### src/rtl/torpedo_motion_if.sv
// Torpedo motion control/status bundle between game logic (master) and the
// torpedo motion controller (slave).
interface torpedo_motion_if;
    logic       fire;
    logic [9:0] launch_x;
    logic [9:0] launch_y;
    logic [1:0] dir;
    logic       hit;
    logic [9:0] Torpedo_X_Pos;
    logic [9:0] Torpedo_Y_Pos;
    logic [9:0] torpedo_stop;
    logic       ready;
    logic       blast;
    logic       miss;

    modport master (
        output fire, launch_x, launch_y, dir, hit,
        input  Torpedo_X_Pos, Torpedo_Y_Pos, torpedo_stop, ready, blast, miss
    );

    modport slave (
        input  fire, launch_x, launch_y, dir, hit,
        output Torpedo_X_Pos, Torpedo_Y_Pos, torpedo_stop, ready, blast, miss
    );
endinterface

### src/rtl/torpedo_motion.sv
// Per-frame torpedo motion controller: launch, fixed-direction flight,
// boundary exit, blast hold after a hit, and cooldown before re-launch.
// Optional macro TORPEDO_ACCEL_EN: step grows by 1 every 4 flying ticks,
// saturating at 2*STEP.
module torpedo_motion #(
    parameter int unsigned STEP            = 4,
    parameter int unsigned X_MIN           = 0,
    parameter int unsigned X_MAX           = 639,
    parameter int unsigned Y_MIN           = 0,
    parameter int unsigned Y_MAX           = 479,
    parameter int unsigned BLAST_FRAMES    = 8,
    parameter int unsigned COOLDOWN_FRAMES = 30,
    parameter int unsigned X_HOME          = 320,
    parameter int unsigned Y_HOME          = 240
) (
    input  logic             Clk,
    input  logic             Reset,
    input  logic             frame_clk,
    torpedo_motion_if.slave  bus
);

    localparam int unsigned PW = 10;  // position width
    localparam int unsigned EW = 11;  // boundary arithmetic width
    localparam int unsigned CW = 8;   // frame counter width
    localparam int unsigned NW = 9;   // frame counter compare width

    typedef enum logic [1:0] {IDLE, FLYING, BLAST, COOLDOWN} state_t;

    state_t          state;
    logic [PW-1:0]   x_pos;
    logic [PW-1:0]   y_pos;
    logic [1:0]      dir_q;
    logic [CW-1:0]   frame_cnt;
    logic            frame_clk_d;
    logic            stop_q;
    logic            ready_q;
    logic            blast_q;
    logic            miss_q;

    logic            tick_c;
    logic            oob_c;
    logic [PW-1:0]   x_step_c;
    logic [PW-1:0]   y_step_c;
    logic [PW-1:0]   cur_step;

`ifdef TORPEDO_ACCEL_EN
    logic [PW-1:0]   step_q;
    logic [1:0]      accel_cnt;
    assign cur_step = step_q;
`else
    assign cur_step = PW'(STEP);
`endif

    // Rising edge of the frame indicator marks one frame.
    assign tick_c = frame_clk & ~frame_clk_d;

    // Limit a launch coordinate to the playfield so position never leaves it.
    function automatic logic [PW-1:0] clamp(input logic [PW-1:0] v,
                                            input int unsigned lo,
                                            input int unsigned hi);
        if (v < PW'(lo))      return PW'(lo);
        else if (v > PW'(hi)) return PW'(hi);
        else                  return v;
    endfunction

    // Next flight position and boundary test, 11-bit to avoid wrap.
    always_comb begin
        oob_c    = 1'b0;
        x_step_c = x_pos;
        y_step_c = y_pos;
        case (dir_q)
            2'd0: if (EW'(x_pos) + EW'(cur_step) > EW'(X_MAX)) oob_c = 1'b1;
                  else x_step_c = x_pos + cur_step;
            2'd1: if (EW'(x_pos) < EW'(X_MIN) + EW'(cur_step)) oob_c = 1'b1;
                  else x_step_c = x_pos - cur_step;
            2'd2: if (EW'(y_pos) + EW'(cur_step) > EW'(Y_MAX)) oob_c = 1'b1;
                  else y_step_c = y_pos + cur_step;
            default: if (EW'(y_pos) < EW'(Y_MIN) + EW'(cur_step)) oob_c = 1'b1;
                  else y_step_c = y_pos - cur_step;
        endcase
    end

    // State machine with registered position and status outputs.
    always_ff @(posedge Clk) begin
        if (Reset) begin
            state       <= IDLE;
            x_pos       <= PW'(X_HOME);
            y_pos       <= PW'(Y_HOME);
            dir_q       <= 2'd0;
            frame_cnt   <= '0;
            frame_clk_d <= 1'b0;
            stop_q      <= 1'b1;
            ready_q     <= 1'b1;
            blast_q     <= 1'b0;
            miss_q      <= 1'b0;
`ifdef TORPEDO_ACCEL_EN
            step_q      <= PW'(STEP);
            accel_cnt   <= 2'd0;
`endif
        end else begin
            frame_clk_d <= frame_clk;
            miss_q      <= 1'b0;
            case (state)
                IDLE: begin
                    if (bus.fire) begin
                        x_pos     <= clamp(bus.launch_x, X_MIN, X_MAX);
                        y_pos     <= clamp(bus.launch_y, Y_MIN, Y_MAX);
                        dir_q     <= bus.dir;
                        stop_q    <= 1'b0;
                        ready_q   <= 1'b0;
                        frame_cnt <= '0;
                        state     <= FLYING;
`ifdef TORPEDO_ACCEL_EN
                        step_q    <= PW'(STEP);
                        accel_cnt <= 2'd0;
`endif
                    end
                end
                FLYING: begin
                    if (bus.hit) begin
                        frame_cnt <= '0;
                        if (BLAST_FRAMES == 0) begin
                            stop_q <= 1'b1;
                            state  <= COOLDOWN;
                        end else begin
                            blast_q <= 1'b1;
                            state   <= BLAST;
                        end
                    end else if (tick_c) begin
                        if (oob_c) begin
                            stop_q    <= 1'b1;
                            miss_q    <= 1'b1;
                            frame_cnt <= '0;
                            state     <= COOLDOWN;
                        end else begin
                            x_pos <= x_step_c;
                            y_pos <= y_step_c;
`ifdef TORPEDO_ACCEL_EN
                            accel_cnt <= accel_cnt + 2'd1;
                            if (accel_cnt == 2'd3 && step_q < PW'(2 * STEP))
                                step_q <= step_q + PW'(1);
`endif
                        end
                    end
                end
                BLAST: begin
                    if (tick_c) begin
                        if (NW'(frame_cnt) + NW'(1) >= NW'(BLAST_FRAMES)) begin
                            blast_q   <= 1'b0;
                            stop_q    <= 1'b1;
                            frame_cnt <= '0;
                            state     <= COOLDOWN;
                        end else begin
                            frame_cnt <= frame_cnt + CW'(1);
                        end
                    end
                end
                default: begin
                    if (COOLDOWN_FRAMES == 0 ||
                        (tick_c && NW'(frame_cnt) + NW'(1) >= NW'(COOLDOWN_FRAMES))) begin
                        ready_q   <= 1'b1;
                        frame_cnt <= '0;
                        state     <= IDLE;
                    end else if (tick_c) begin
                        frame_cnt <= frame_cnt + CW'(1);
                    end
                end
            endcase
        end
    end

    assign bus.Torpedo_X_Pos = x_pos;
    assign bus.Torpedo_Y_Pos = y_pos;
    assign bus.torpedo_stop  = {9'd0, stop_q};
    assign bus.ready         = ready_q;
    assign bus.blast         = blast_q;
    assign bus.miss          = miss_q;

endmodule

### src/flat_wrapper.sv
// flat-port wrapper written by rule: the top's interface ports become plain ports
module torpedo_motion_flat 
#(
    parameter int unsigned STEP            = 4,
    parameter int unsigned X_MIN           = 0,
    parameter int unsigned X_MAX           = 639,
    parameter int unsigned Y_MIN           = 0,
    parameter int unsigned Y_MAX           = 479,
    parameter int unsigned BLAST_FRAMES    = 8,
    parameter int unsigned COOLDOWN_FRAMES = 30,
    parameter int unsigned X_HOME          = 320,
    parameter int unsigned Y_HOME          = 240
)
  (Clk, Reset, frame_clk, bus_fire, bus_launch_x, bus_launch_y, bus_dir, bus_hit, bus_Torpedo_X_Pos, bus_Torpedo_Y_Pos, bus_torpedo_stop, bus_ready, bus_blast, bus_miss);
  torpedo_motion_if bus_i ();
  input  logic Clk;
  input  logic Reset;
  input  logic frame_clk;
  input wire logic [$bits(bus_i.fire)-1:0] bus_fire;
  input wire logic [$bits(bus_i.launch_x)-1:0] bus_launch_x;
  input wire logic [$bits(bus_i.launch_y)-1:0] bus_launch_y;
  input wire logic [$bits(bus_i.dir)-1:0] bus_dir;
  input wire logic [$bits(bus_i.hit)-1:0] bus_hit;
  output wire logic [$bits(bus_i.Torpedo_X_Pos)-1:0] bus_Torpedo_X_Pos;
  output wire logic [$bits(bus_i.Torpedo_Y_Pos)-1:0] bus_Torpedo_Y_Pos;
  output wire logic [$bits(bus_i.torpedo_stop)-1:0] bus_torpedo_stop;
  output wire logic [$bits(bus_i.ready)-1:0] bus_ready;
  output wire logic [$bits(bus_i.blast)-1:0] bus_blast;
  output wire logic [$bits(bus_i.miss)-1:0] bus_miss;
  assign bus_i.fire = bus_fire;
  assign bus_i.launch_x = bus_launch_x;
  assign bus_i.launch_y = bus_launch_y;
  assign bus_i.dir = bus_dir;
  assign bus_i.hit = bus_hit;
  assign bus_Torpedo_X_Pos = bus_i.Torpedo_X_Pos;
  assign bus_Torpedo_Y_Pos = bus_i.Torpedo_Y_Pos;
  assign bus_torpedo_stop = bus_i.torpedo_stop;
  assign bus_ready = bus_i.ready;
  assign bus_blast = bus_i.blast;
  assign bus_miss = bus_i.miss;
  torpedo_motion #(.STEP(STEP), .X_MIN(X_MIN), .X_MAX(X_MAX), .Y_MIN(Y_MIN), .Y_MAX(Y_MAX), .BLAST_FRAMES(BLAST_FRAMES), .COOLDOWN_FRAMES(COOLDOWN_FRAMES), .X_HOME(X_HOME), .Y_HOME(Y_HOME)) u_core (.Clk(Clk), .Reset(Reset), .frame_clk(frame_clk), .bus(bus_i));
endmodule
### config.mk
export PLATFORM = sky130hd
export DESIGN_NAME = torpedo_motion_flat
export DESIGN_NICKNAME = d
export VERILOG_FILES = /design/src/rtl/torpedo_motion_if.sv /design/src/rtl/torpedo_motion.sv /design/src/flat_wrapper.sv
export SDC_FILE = /design/constraint.sdc
export NUM_CORES = 1
export LEC_CHECK = 0
export CAP_MARGIN = 30
export CORE_MARGIN = 2
export CORE_UTILIZATION = 35
export CTS_CLUSTER_SIZE = 20
export DETAILED_ROUTE_END_ITERATION = 10
export PLACE_DENSITY = 0.59
export SYNTH_ARGS = -nofsm -noshare
export SYNTH_HDL_FRONTEND = slang
export SYNTH_SLANG_ARGS = --single-unit
### constraint.sdc
create_clock -name Clk -period 5.5 [get_ports Clk]
set_input_delay 0.825 -clock Clk [delete_from_list [all_inputs] [get_ports Clk]]
set_output_delay 0.825 -clock Clk [all_outputs]
set_load 0.02 [all_outputs]
==> key figures, run 1 <==
Logic synthesis
  – Number of synthesized register bits: 37
  – Post-synthesis async set-or-reset flop share: 0
  – Post-synthesis sequential area ratio: 0.246
  – Post-synthesis cell area: a little over 3000 um2
  – Synth warn: 0
  – Post-synth EDFFs: 0
  – Syn_area_per_cell: 7.41 um2
  – Post-synthesis cell type count: 71
  – Synth Flop Type: dfxtp_1
  – Syn Inst Count: 407

Clock tree
  – Clk Tree Root Cell: clkbuf_8
  – Num CTS Buffers: 5
  – Clock H-tree levels: 2
  – Clock Sinks: 37
  – TritonCTS clock tree: yes
  – CTS resizes: 0
  – Post-CTS setup buffers: 0
  – Cts hold-fix bufs: 0
  – Clock transition at path regs: 0.08 ns
  – Max clock buf depth: 2
  – Clk_lat worst skew: 0.29 ns

Pwr
  – Sw Ratio: 0.485
  – Pleak: 1.27 nW
  – Clock network fraction of design power: 0.118
  – P_int: 0.000826 W
  – Psw: a little under 0.0008 W
  – Max IR drop VDD: ~0.00015 V
  – Sequential share of power: 0.306
  – Pwr dens: 448 nW/um2
  – Combinational share of power: 0.576

Cells and area
  – Area growth from synthesis to layout: 18.7%
  – Number of diodes: 0
  – Nets: 477
  – Non-filler cells, final: about 540
  – Layout cells sized above 1: 0.0547

Drt
  – First-pass DRT Iterations: 4
  – Via count: approximately 3,000
  – Detail-routed net length per standard cell: 14.7 um
  – DR DRC count: 0
  – Detailed Route Iter0 Violations: 98
  – Drt via density: 5.55
  – Antenna Nets Post-Route: 0
  – Routed Wire Length: 7980 um

Timing
  – Peak Freq: 335 MHz
  – Final setup fails: 0
  – Final cycle utilization of the critical path: 0.543
  – Slew Viols, Final: 0
  – Worst slew margin: 0.431
  – RSZ-0062 raised after global routing: false
  – Worst Clk Skew: 0.00612 ns
  – Tightest Pin Transition: 0.850 ns
  – Min Tclk post-route: 2.99 ns
  – Final TNS setup: 0 ns
  – Final Hold Vio Count: 0

Hold path
  – HP Class: flop to flop

Floorplanning
  – Die H: slightly below 100 um
  – FP Rows: 33
  – Initial Util: 0.363
  – Die area: roughly 9400 um2
  – Chip Width: 96.8 um
  – Top-Level Pins: 60
  – Core ar.: 8300 um2

Worst setup path
  – Critical Path Fanout Max: 16
  – Capturing element type of the critical path: flop
  – Setup CP Type: flop to flop
  – Startpoint Class: flop
  – Worst EP required: approximately 5.7 ns
  – CP arrival: 3.15 ns

Place
  – DP HPWL: around 6000 um
  – Placed insts: 536
  – Final RePlAce weighted congestion: 0.927
  – Number of port buffers: 50

Global routing
  – Vias in the first global route: 2,751
  – First-pass GRT wire length: 13,400 um
  – Grt ovf: 0
  – Largest net degree at the start of global routing: 38
  – Initial antenna violation count: 0
  – Total GRT Usage: 0.170

Run
  – Max-cap violations: 0

Status
  – Outcome: complete, no violations
## synth_stat cells, types with 5 or more instances
master	count	area (um2)
nor3_1	13	65.1
o311ai_1	7	61.3
xnor2_1	5	43.8
o21ai_1	10	50.1
or4_1	6	45.0
nand2_1	37	139
buf_4	13	97.6
a21oi_1	32	160
mux2i_1	5	50.1
o21ai_0	12	60.1
nor2_1	41	154
clkbuf_1	12	45.0
o22ai_1	10	62.6
nor2b_1	9	56.3
ha_1	12	150
a31oi_1	5	31.3
nand3_1	20	100
buf_2	8	40.0
dfxtp_1	37	741
o31ai_1	5	37.5
inv_1	10	37.5
nand2b_1	13	81.3
## cell families after synthesis
family / share of synthesized area
compound gates: 0.287
simple gates: 0.299
buf+inv: 0.0780
fa+ha+maj: 0.0498
mux: 0.0166
xor+xnor: 0.0232
flops: 0.246
other cells: 0.00124
## registers in the layout, indices dropped and copies added (netlist names)
name and cells:
u_core.bus.Torpedo_X_Pos 10, u_core.bus.Torpedo_Y_Pos 10, u_core.bus.blast 1, u_core.bus.miss 1, u_core.bus.ready 1, u_core.dir_q 2, u_core.frame_clk_d 1, u_core.frame_cnt 8
u_core.state 2, u_core.stop_q 1
## stage by stage
step	total power, W	area (um2)	util	hold WS (ns)	setup slack, ns
floorplan	0.00114	3050	-	0.415	2.98
finish	0.00160	3580	0.432	0.470	2.51
detailed placement	0.00142	3500	0.422	0.456	2.41
CTS	0.00161	3580	0.432	0.479	2.54
global placement	0.00141	3500	0.422	0.464	2.47
global route	0.00174	3580	0.432	0.509	2.22
## routing by layer
layer / share of wire / up-vias / track usage
met5: 0 / - / 0
met1: 0.47 / 1386 / 0.227
met4: 0.0083 / 0 / 0.0509
met2: 0.47 / 70 / 0.275
met3: 0.051 / 4 / 0.0340
li1: - / 1559 / -
## worst paths after layout
path                                                   from  cells after the start             endpoint  slack, ns
worst max-delay path            u_core.bus.Torpedo_Y_Pos[2]                      9  u_core.frame_cnt[7]       2.51
worst min-delay path                     u_core.frame_clk_d                      1      u_core.bus.miss       0.47
worst max register to register  u_core.bus.Torpedo_Y_Pos[2]                      9  u_core.frame_cnt[7]       2.51
worst min register to register           u_core.frame_clk_d                      1      u_core.bus.miss       0.47
## worst max-delay path, stage by stage (launching register included)
cell       delay, ns
dfxtp_1         0.55
ha_1            0.33
a21bo_2         0.26
o22ai_1         0.13
a2bb2oi_1       0.10
o21ai_0         0.23
nor2_1          0.12
nor4_4          0.74
or2_1           0.29
o31ai_1         0.10
## power by group through the flow
stage / clock network, W / logic, W / registers, W
floorplan: 0 / 0.000652 / 0.000492
global placement: 0 / 0.000916 / 0.000495
detailed placement: 0 / 0.000920 / 0.000496
CTS: 0.000199 / 0.000923 / 0.000490
global route: 0.000207 / 0.00102 / 0.000516
finish: 0.000189 / 0.000923 / 0.000491
## final cells by class
cell class                 count  area (um2)
clock buffer                   6        72.6
multi-input combinational    331        2070
fill                         856        4720
clock inverter                 2        10.0
tap                          105         131
timing repair buffer          52         515
sequential                    37         741
inverter                      11        41.3
## cell usage in the layout (no fill, tap or decap), drive strengths merged, types with 10 or more instances in the layout
cell	netlist	layout
clkdlybuf4s50	0	50
o22ai	10	10
nor2	41	41
nand3	20	20
o21ai	24	24
dfxtp	37	37
nand2	39	39
a21oi	34	34
ha	12	12
nor3	13	13
nand2b	13	13
inv	11	11
Power figures use the tool's default switching activity.
==> run 2: changes to the inputs <==
- clock period: 5.5 -> 2.8 ns (I/O delays scaled with it)
==> run 2 against run 1 <==
Compared with the run above: sequential share of layout area decreased by 0.93 points; combinational power increased by 120%; cell count rose by 2.8%; power increased by 120%; maximum frequency up 13%; global-route usage up 1.4 points; clock skew increased by 0.0083 ns; critical path depth is 1 higher; sequential power is 88% higher; hold slack lost 0.0087 ns; highest routed layer unchanged; largest power group unchanged.
==> key figures, run 2 (synthesis results as in run 1) <==
Drt
  – Antenna Nets Post-Route: 0 (unchanged)
  – DR DRC count: 0 (unchanged)
  – Drt via density: 5.63 (+1.4%)
  – Routed Wire Length: 8690 um (+8.9%)
  – Via count: 3,146 (+4.2%)
  – First-pass DRT Iterations: 4 (unchanged)
  – Detail-routed net length per standard cell: 15.5 um (+6.0%)
  – Detailed Route Iter0 Violations: 121 (+23%)

Worst setup path
  – Worst R2R Start: u_core.bus.Torpedo_X_Pos[3]
  – Setup CP Type: flop to flop
  – Critical path launch point: u_core.bus.Torpedo_X_Pos[3]
  – Worst EP required: 3.03 ns (-2.63 ns)
  – Critical-path cell list: ha_2 -> nand3_1 -> mux2i_1 -> o22ai_1 -> a311o_1 -> a21oi_4 -> nor4_4 -> buf_4 -> or3b_1 -> a21oi_1
  – Slowest stage delay, CP: 0.45 ns (-0.29 ns)
  – Capturing element type of the critical path: flop
  – CP max stage cell: dfxtp_1
  – R2R Setup Slk: 0.17 ns (-2.35 ns)
  – CP arrival: 2.86 ns (-0.29 ns)
  – Critical Path Fanout Max: 11 (-5)
  – Startpoint Class: flop

Pwr
  – Max IR drop VDD: 0.000374 V (+140%)
  – Sw Ratio: 0.455 (-0.0300)
  – P_int: 0.00190 W (+130%)
  – Pwr dens: 930 nW/um2 (+110%)
  – Clock network fraction of design power: 0.162 (+0.044)
  – Psw: 0.00159 W (+100%)
  – Combinational share of power: 0.574 (-0.002)
  – Sequential share of power: 0.264 (-0.042)
  – Pleak: 1.37 nW (+7.4%)
  – Total Power: 0.00349 W (+120%)

Clock tree
  – TritonCTS clock tree: yes
  – Max clock buf depth: 2 (unchanged)
  – Clk_lat worst skew: 0.30 ns (about the same)
  – Clock H-tree levels: 2 (unchanged)
  – Clock transition at path regs: 0.08 ns (about the same)
  – Num CTS Buffers: 5 (unchanged)
  – Clk Tree Root Cell: clkbuf_8
  – Clock Sinks: 37 (unchanged)

Floorplanning
  – FP Rows: 33 (unchanged)
  – Top-Level Pins: 60 (unchanged)
  – Chip Width: 96.8 um (unchanged)
  – Die H: 96.8 um (unchanged)
  – Die area: 9380 um2 (unchanged)
  – Core ar.: 8300 um2 (unchanged)
  – Initial Util: 0.363 (unchanged)

Cells and area
  – Commonest non-fill, non-tap cell in the layout: clkdlybuf4s50_1
  – Layout cells sized above 1: 0.0925 (+0.0378)
  – Fin area: 3750 um2 (+4.7%)
  – Number of diodes: 0 (unchanged)
  – Most frequent cells in the layout: clkdlybuf4s50_1, nor2_1, nand2_1, dfxtp_1, a21oi_1
  – Nets: 492 (+3.1%)
  – Area growth from synthesis to layout: 24.3%
  – Fillers: 861 (+0.58%)
  – Layout Utilization: 0.452 (+0.0204)

Timing
  – Setup ws final: 0.167 ns (-2.35 ns)
  – Final setup fails: 0 (unchanged)
  – Peak Freq: 380 MHz (+13%)
  – Worst slew margin: 0.559 (+0.128)
  – Slew Viols, Final: 0 (unchanged)
  – Tightest Pin Transition: 0.659 ns (-0.191 ns)
  – Worst Clk Skew: 0.0144 ns (+0.00825 ns)
  – Final cycle utilization of the critical path: 0.941 (+0.397)
  – Final TNS setup: 0 ns (unchanged)
  – Min Tclk post-route: 2.63 ns (-0.354 ns)
  – Final Hold Vio Count: 0 (unchanged)
  – RSZ-0062 raised after global routing: false

Place
  – DP HPWL: 6560 um (+11%)
  – Dpl cell area: 3610 um2 (+3.2%)
  – Final RePlAce weighted congestion: 0.901 (-2.7%)
  – Number of port buffers: 50 (unchanged)
  – Pre-CTS setup slack: 0.184 ns (-2.23 ns)

Global routing
  – M2 GR Usage: 0.307 (+0.0321)
  – First-pass GRT wire length: 14,500 um (+8.6%)
  – Initial antenna violation count: 0 (unchanged)
  – Largest net degree at the start of global routing: 38 (unchanged)
  – M1 GR Usage: 0.246 (+0.0186)
  – Total GRT Usage: 0.184 (+0.0143)
  – Vias in the first global route: 2,921 (+6.2%)
  – Grt ovf: 0 (unchanged)
  – Grt met3 use: 0.0368 (+0.00289)
  – Gr busiest metal: met2

Hold path
  – Hold Startpoint: u_core.frame_clk_d
  – HP Class: flop to flop

Status
  – Outcome: complete, no violations

Run
  – Max-cap violations: 0 (unchanged)
[run 2: changes by cell type in the layout (fill, tap and decap cells not counted)]
cell | previous run | this run
clkinv_2 | 2 | 1
ha_1 | 12 | 11
clkbuf_1 | 1 | 0
bufinv_16 | 0 | 2
nor2_2 | 0 | 1
ha_2 | 0 | 1
buf_4 | 2 | 17
nor2_1 | 41 | 40
[run 2: repair_timing]
action,CTS,global route
setup buffers,0,0
setup endpoints to repair,0,10
hold buffers,0,0
gates resized for setup,0,2
[run 2: path summary, 6_finish.rpt]
kind,to,cells after the start
setup / recovery,u_core.state[1],10
hold / removal,u_core.bus.miss,1
setup reg to reg,u_core.state[1],10
hold reg to reg,u_core.bus.miss,1
[run 2: layer usage]
| layer | wire length (um) | vias up |
|---|---|---|
| met3 | 380 | 7 |
| li1 | - | 1583 |
| met2 | 4150 | 75 |
| met1 | 4080 | 1481 |
| met4 | 72 | 0 |
| met5 | 0 | - |
[run 2: critical path, delay by kind of cell, from the launching register on]
kind / cells / cell delay (ns)
simple gates: 3 / 0.65
flops: 1 / 0.45
mux: 1 / 0.20
fa+ha+maj: 1 / 0.28
buf+inv: 1 / 0.20
compound gates: 4 / 0.79
[run 2: cell type report]
| class | instances | area [um2] | area share |
|---|---|---|---|
| inverter | 11 | 41.3 | 0.0110 |
| multi-input combinational | 331 | 2080 | 0.553 |
| clock buffer | 5 | 68.8 | 0.0183 |
| sequential | 37 | 741 | 0.197 |
| timing repair buffer | 67 | 628 | 0.167 |
| tap | 105 | 131 | 0.0350 |
| clock inverter | 3 | 65.1 | 0.0173 |
[run 2: metrics by stage]
stage	hold WS (ns)	cells
after global routing	0.495	559
after detailed placement	0.449	551
final	0.462	559
after CTS	0.468	559
after global placement	0.450	551
after floorplan	0.415	415
[run 2: power groups by stage]
stage | registers, W | logic (W) | clock network (W)
after floorplan | 0.000967 | 0.00128 | 0
after global placement | 0.000923 | 0.00198 | 0
after detailed placement | 0.000929 | 0.00199 | 0
after CTS | 0.000917 | 0.00200 | 0.000583
after global routing | 0.000954 | 0.00221 | 0.000602
final | 0.000922 | 0.00200 | 0.000564
==> run 3: changes to the inputs <==
- CORE_MARGIN: 2 -> 3
==> run 3 against run 2 <==
Compared with the run above: power is 1.5% lower; die area grew 4.2%; critical path depth unchanged; cell count is 1.4% higher; via count up 1.4%; hold slack improved by 0.0076 ns; routed wire length rose by 3.7%; sequential power down 7.6%; sequential share of layout area shrank 0.091 points; core utilization is 0.29 points higher; non-clock buffer count rose by 9; largest cell class unchanged; highest routed layer unchanged.
==> key figures, run 3 (synthesis results as in run 1) <==
Status
  – Outcome: complete, no violations

Drt
  – Detailed Route Iter0 Violations: 159 (+31%)
  – Via count: 3,191 (+1.4%)
  – Routed Wire Length: 9000 um (+3.7%)
  – Detail-routed net length per standard cell: 15.9 um (+2.2%)
  – Antenna Nets Post-Route: 0 (unchanged)
  – Drt via density: 5.63 (about the same)
  – DR DRC count: 0 (unchanged)
  – First-pass DRT Iterations: 4 (unchanged)

Timing
  – Worst Clk Skew: 0.0122 ns (-0.00213 ns)
  – Final cycle utilization of the critical path: 0.932 (-0.00902)
  – Slew Viols, Final: 0 (unchanged)
  – Final setup fails: 0 (unchanged)
  – Tightest Pin Transition: 0.611 ns (-0.0474 ns)
  – Final Hold Vio Count: 0 (unchanged)
  – Final TNS setup: 0 ns (unchanged)
  – RSZ-0062 raised after global routing: false
  – Worst slew margin: 0.591 (+0.0315)
  – Min Tclk post-route: 2.61 ns (-0.0252 ns)
  – Peak Freq: 383 MHz (+0.97%)

Pwr
  – Clock network fraction of design power: 0.116 (-0.046)
  – P_int: 0.00181 W (-4.9%)
  – Sw Ratio: 0.474 (+0.0187)
  – Max IR drop VDD: 0.000439 V (+17%)
  – Pleak: 1.39 nW (+1.7%)
  – Pwr dens: 910 nW/um2 (-2.1%)
  – Sequential share of power: 0.248 (-0.016)
  – Psw: 0.00163 W (+2.5%)
  – Combinational share of power: 0.636 (+0.062)
  – Total Power: 0.00344 W (-1.5%)

Clock tree
  – Cts hold-fix bufs: 0 (unchanged)
  – TritonCTS clock tree: yes
  – Clock transition at path regs: 0.08 ns (about the same)
  – Clock Sinks: 37 (unchanged)
  – Max clock buf depth: 2 (unchanged)
  – Clock H-tree levels: 2 (unchanged)
  – Clk_lat worst skew: 0.29 ns (about the same)
  – Num CTS Buffers: 5 (unchanged)
  – Clk Tree Root Cell: clkbuf_8

Floorplanning
  – Die area: 9770 um2 (+4.2%)
  – Chip Width: 98.8 um (+2.1%)
  – Initial Util: 0.363 (unchanged)
  – Die H: 98.8 um (+2.1%)
  – FP Rows: 33 (unchanged)
  – Core ar.: 8300 um2 (unchanged)
  – Top-Level Pins: 60 (unchanged)

Worst setup path
  – Worst EP required: 3.02 ns (about the same)
  – Critical Path Fanout Max: 8 (-3)
  – CP arrival: 2.83 ns (-0.03 ns)
  – FF-to-FF End: u_core.state[0]
  – Setup CP Type: flop to flop
  – R2R Setup Slk: 0.19 ns (+0.03 ns)
  – Worst R2R Start: u_core.bus.Torpedo_X_Pos[2]
  – Worst-case reg-to-reg path depth: 10 (unchanged)
  – Startpoint Class: flop
  – Capturing element type of the critical path: flop

Place
  – Number of port buffers: 50 (unchanged)
  – DP HPWL: 6730 um (+2.6%)
  – Placed insts: 560 (+1.6%)
  – Final RePlAce weighted congestion: 0.883 (-2.0%)

Global routing
  – First-pass GRT wire length: 15,100 um (+4.2%)
  – Vias in the first global route: 3,027 (+3.6%)
  – Total GRT Usage: 0.187 (+0.00294)
  – Largest net degree at the start of global routing: 45 (+18%)
  – Initial antenna violation count: 0 (unchanged)
  – Grt ovf: 0 (unchanged)

Cells and area
  – Nets: 501 (+1.8%)
  – Number of diodes: 0 (unchanged)
  – Commonest non-fill, non-tap cell in the layout: clkdlybuf4s50_1
  – Layout cells sized above 1: 0.108 (+0.0157)
  – Area growth from synthesis to layout: 25.1%
  – Most frequent cells in the layout: clkdlybuf4s50_1, nor2_1, nand2_1
  – Fillers: 856 (-0.58%)
  – Non-filler cells, final: 567 (+1.4%)

Hold path
  – Hold Path End: u_core.bus.miss
  – Hold Startpoint: u_core.frame_clk_d
  – Worst Hold Depth: 1 (unchanged)
  – HP Class: flop to flop

Run
  – Max-cap violations: 0 (unchanged)
==> run 3: layer usage <==
metal,part of all wire,global-route usage,vias up
met5,0,0,-
met4,0.0094,0.0368,0
met3,0.051,0.0361,14
met2,0.47,0.308,93
met1,0.47,0.254,1491
li1,-,-,1593
==> run 3: area by class of cell <==
type	instances	area, um2	share of cell area
clock buffers	7	86.3	0.0229
inverters	11	41.3	0.0109
multi-input cells	331	2080	0.551
flip-flops and latches	37	742	0.197
well taps	105	131	0.0348
repair buffers	76	696	0.184
==> run 3: what timing repair did <==
action,4_1_cts,5_1_grt
endpoints found under the setup margin,0,4
buffers inserted,0,0
gates resized for setup,0,4
==> run 3: critical path, stage by stage, from the launching register on <==
cell and delay [ns]:
dfxtp_1 0.35, buf_4 0.16, and4_1 0.25, and2_4 0.18, o22ai_1 0.08, a311o_1 0.36
a21oi_4 0.21, nor4_4 0.09, buf_4 0.19, or4_1 0.51, a21oi_1 0.15
==> run 3: worst max-delay path by stage <==
stage,endpoint,cells past startpoint,start
finish,u_core.state[0],10,u_core.bus.Torpedo_X_Pos[2]
global route,u_core.state[0],10,u_core.bus.Torpedo_X_Pos[2]
CTS,u_core.state[0],10,u_core.bus.Torpedo_X_Pos[2]
detailed placement,u_core.state[0],10,u_core.bus.Torpedo_X_Pos[2]
global placement,u_core.state[0],11,u_core.bus.Torpedo_Y_Pos[3]
floorplan,u_core.frame_cnt[4],11,u_core.bus.Torpedo_Y_Pos[2]
==> run 3: through the flow <==
stage          setup WS (ns)   util  hold slack [ns]  instance area (um2)
4_1_cts                0.165  0.454            0.475                 3770
3_3_place_gp           0.258  0.443            0.456                 3680
6_report               0.192  0.455            0.469                 3770
5_1_grt               0.0214  0.455            0.497                 3770
3_5_place_dp           0.197  0.443            0.462                 3680
2_1_floorplan          0.279      -            0.415                 3050
==> run 3: power groups by stage <==
| stage | registers (W) | logic, W | clock network [W] |
|---|---|---|---|
| 2_1_floorplan | 0.000967 | 0.00128 | 0 |
| 3_3_place_gp | 0.000852 | 0.00217 | 0 |
| 3_5_place_dp | 0.000860 | 0.00216 | 0 |
| 4_1_cts | 0.000850 | 0.00217 | 0.000415 |
| 5_1_grt | 0.000881 | 0.00241 | 0.000435 |
| 6_report | 0.000852 | 0.00218 | 0.000400 |
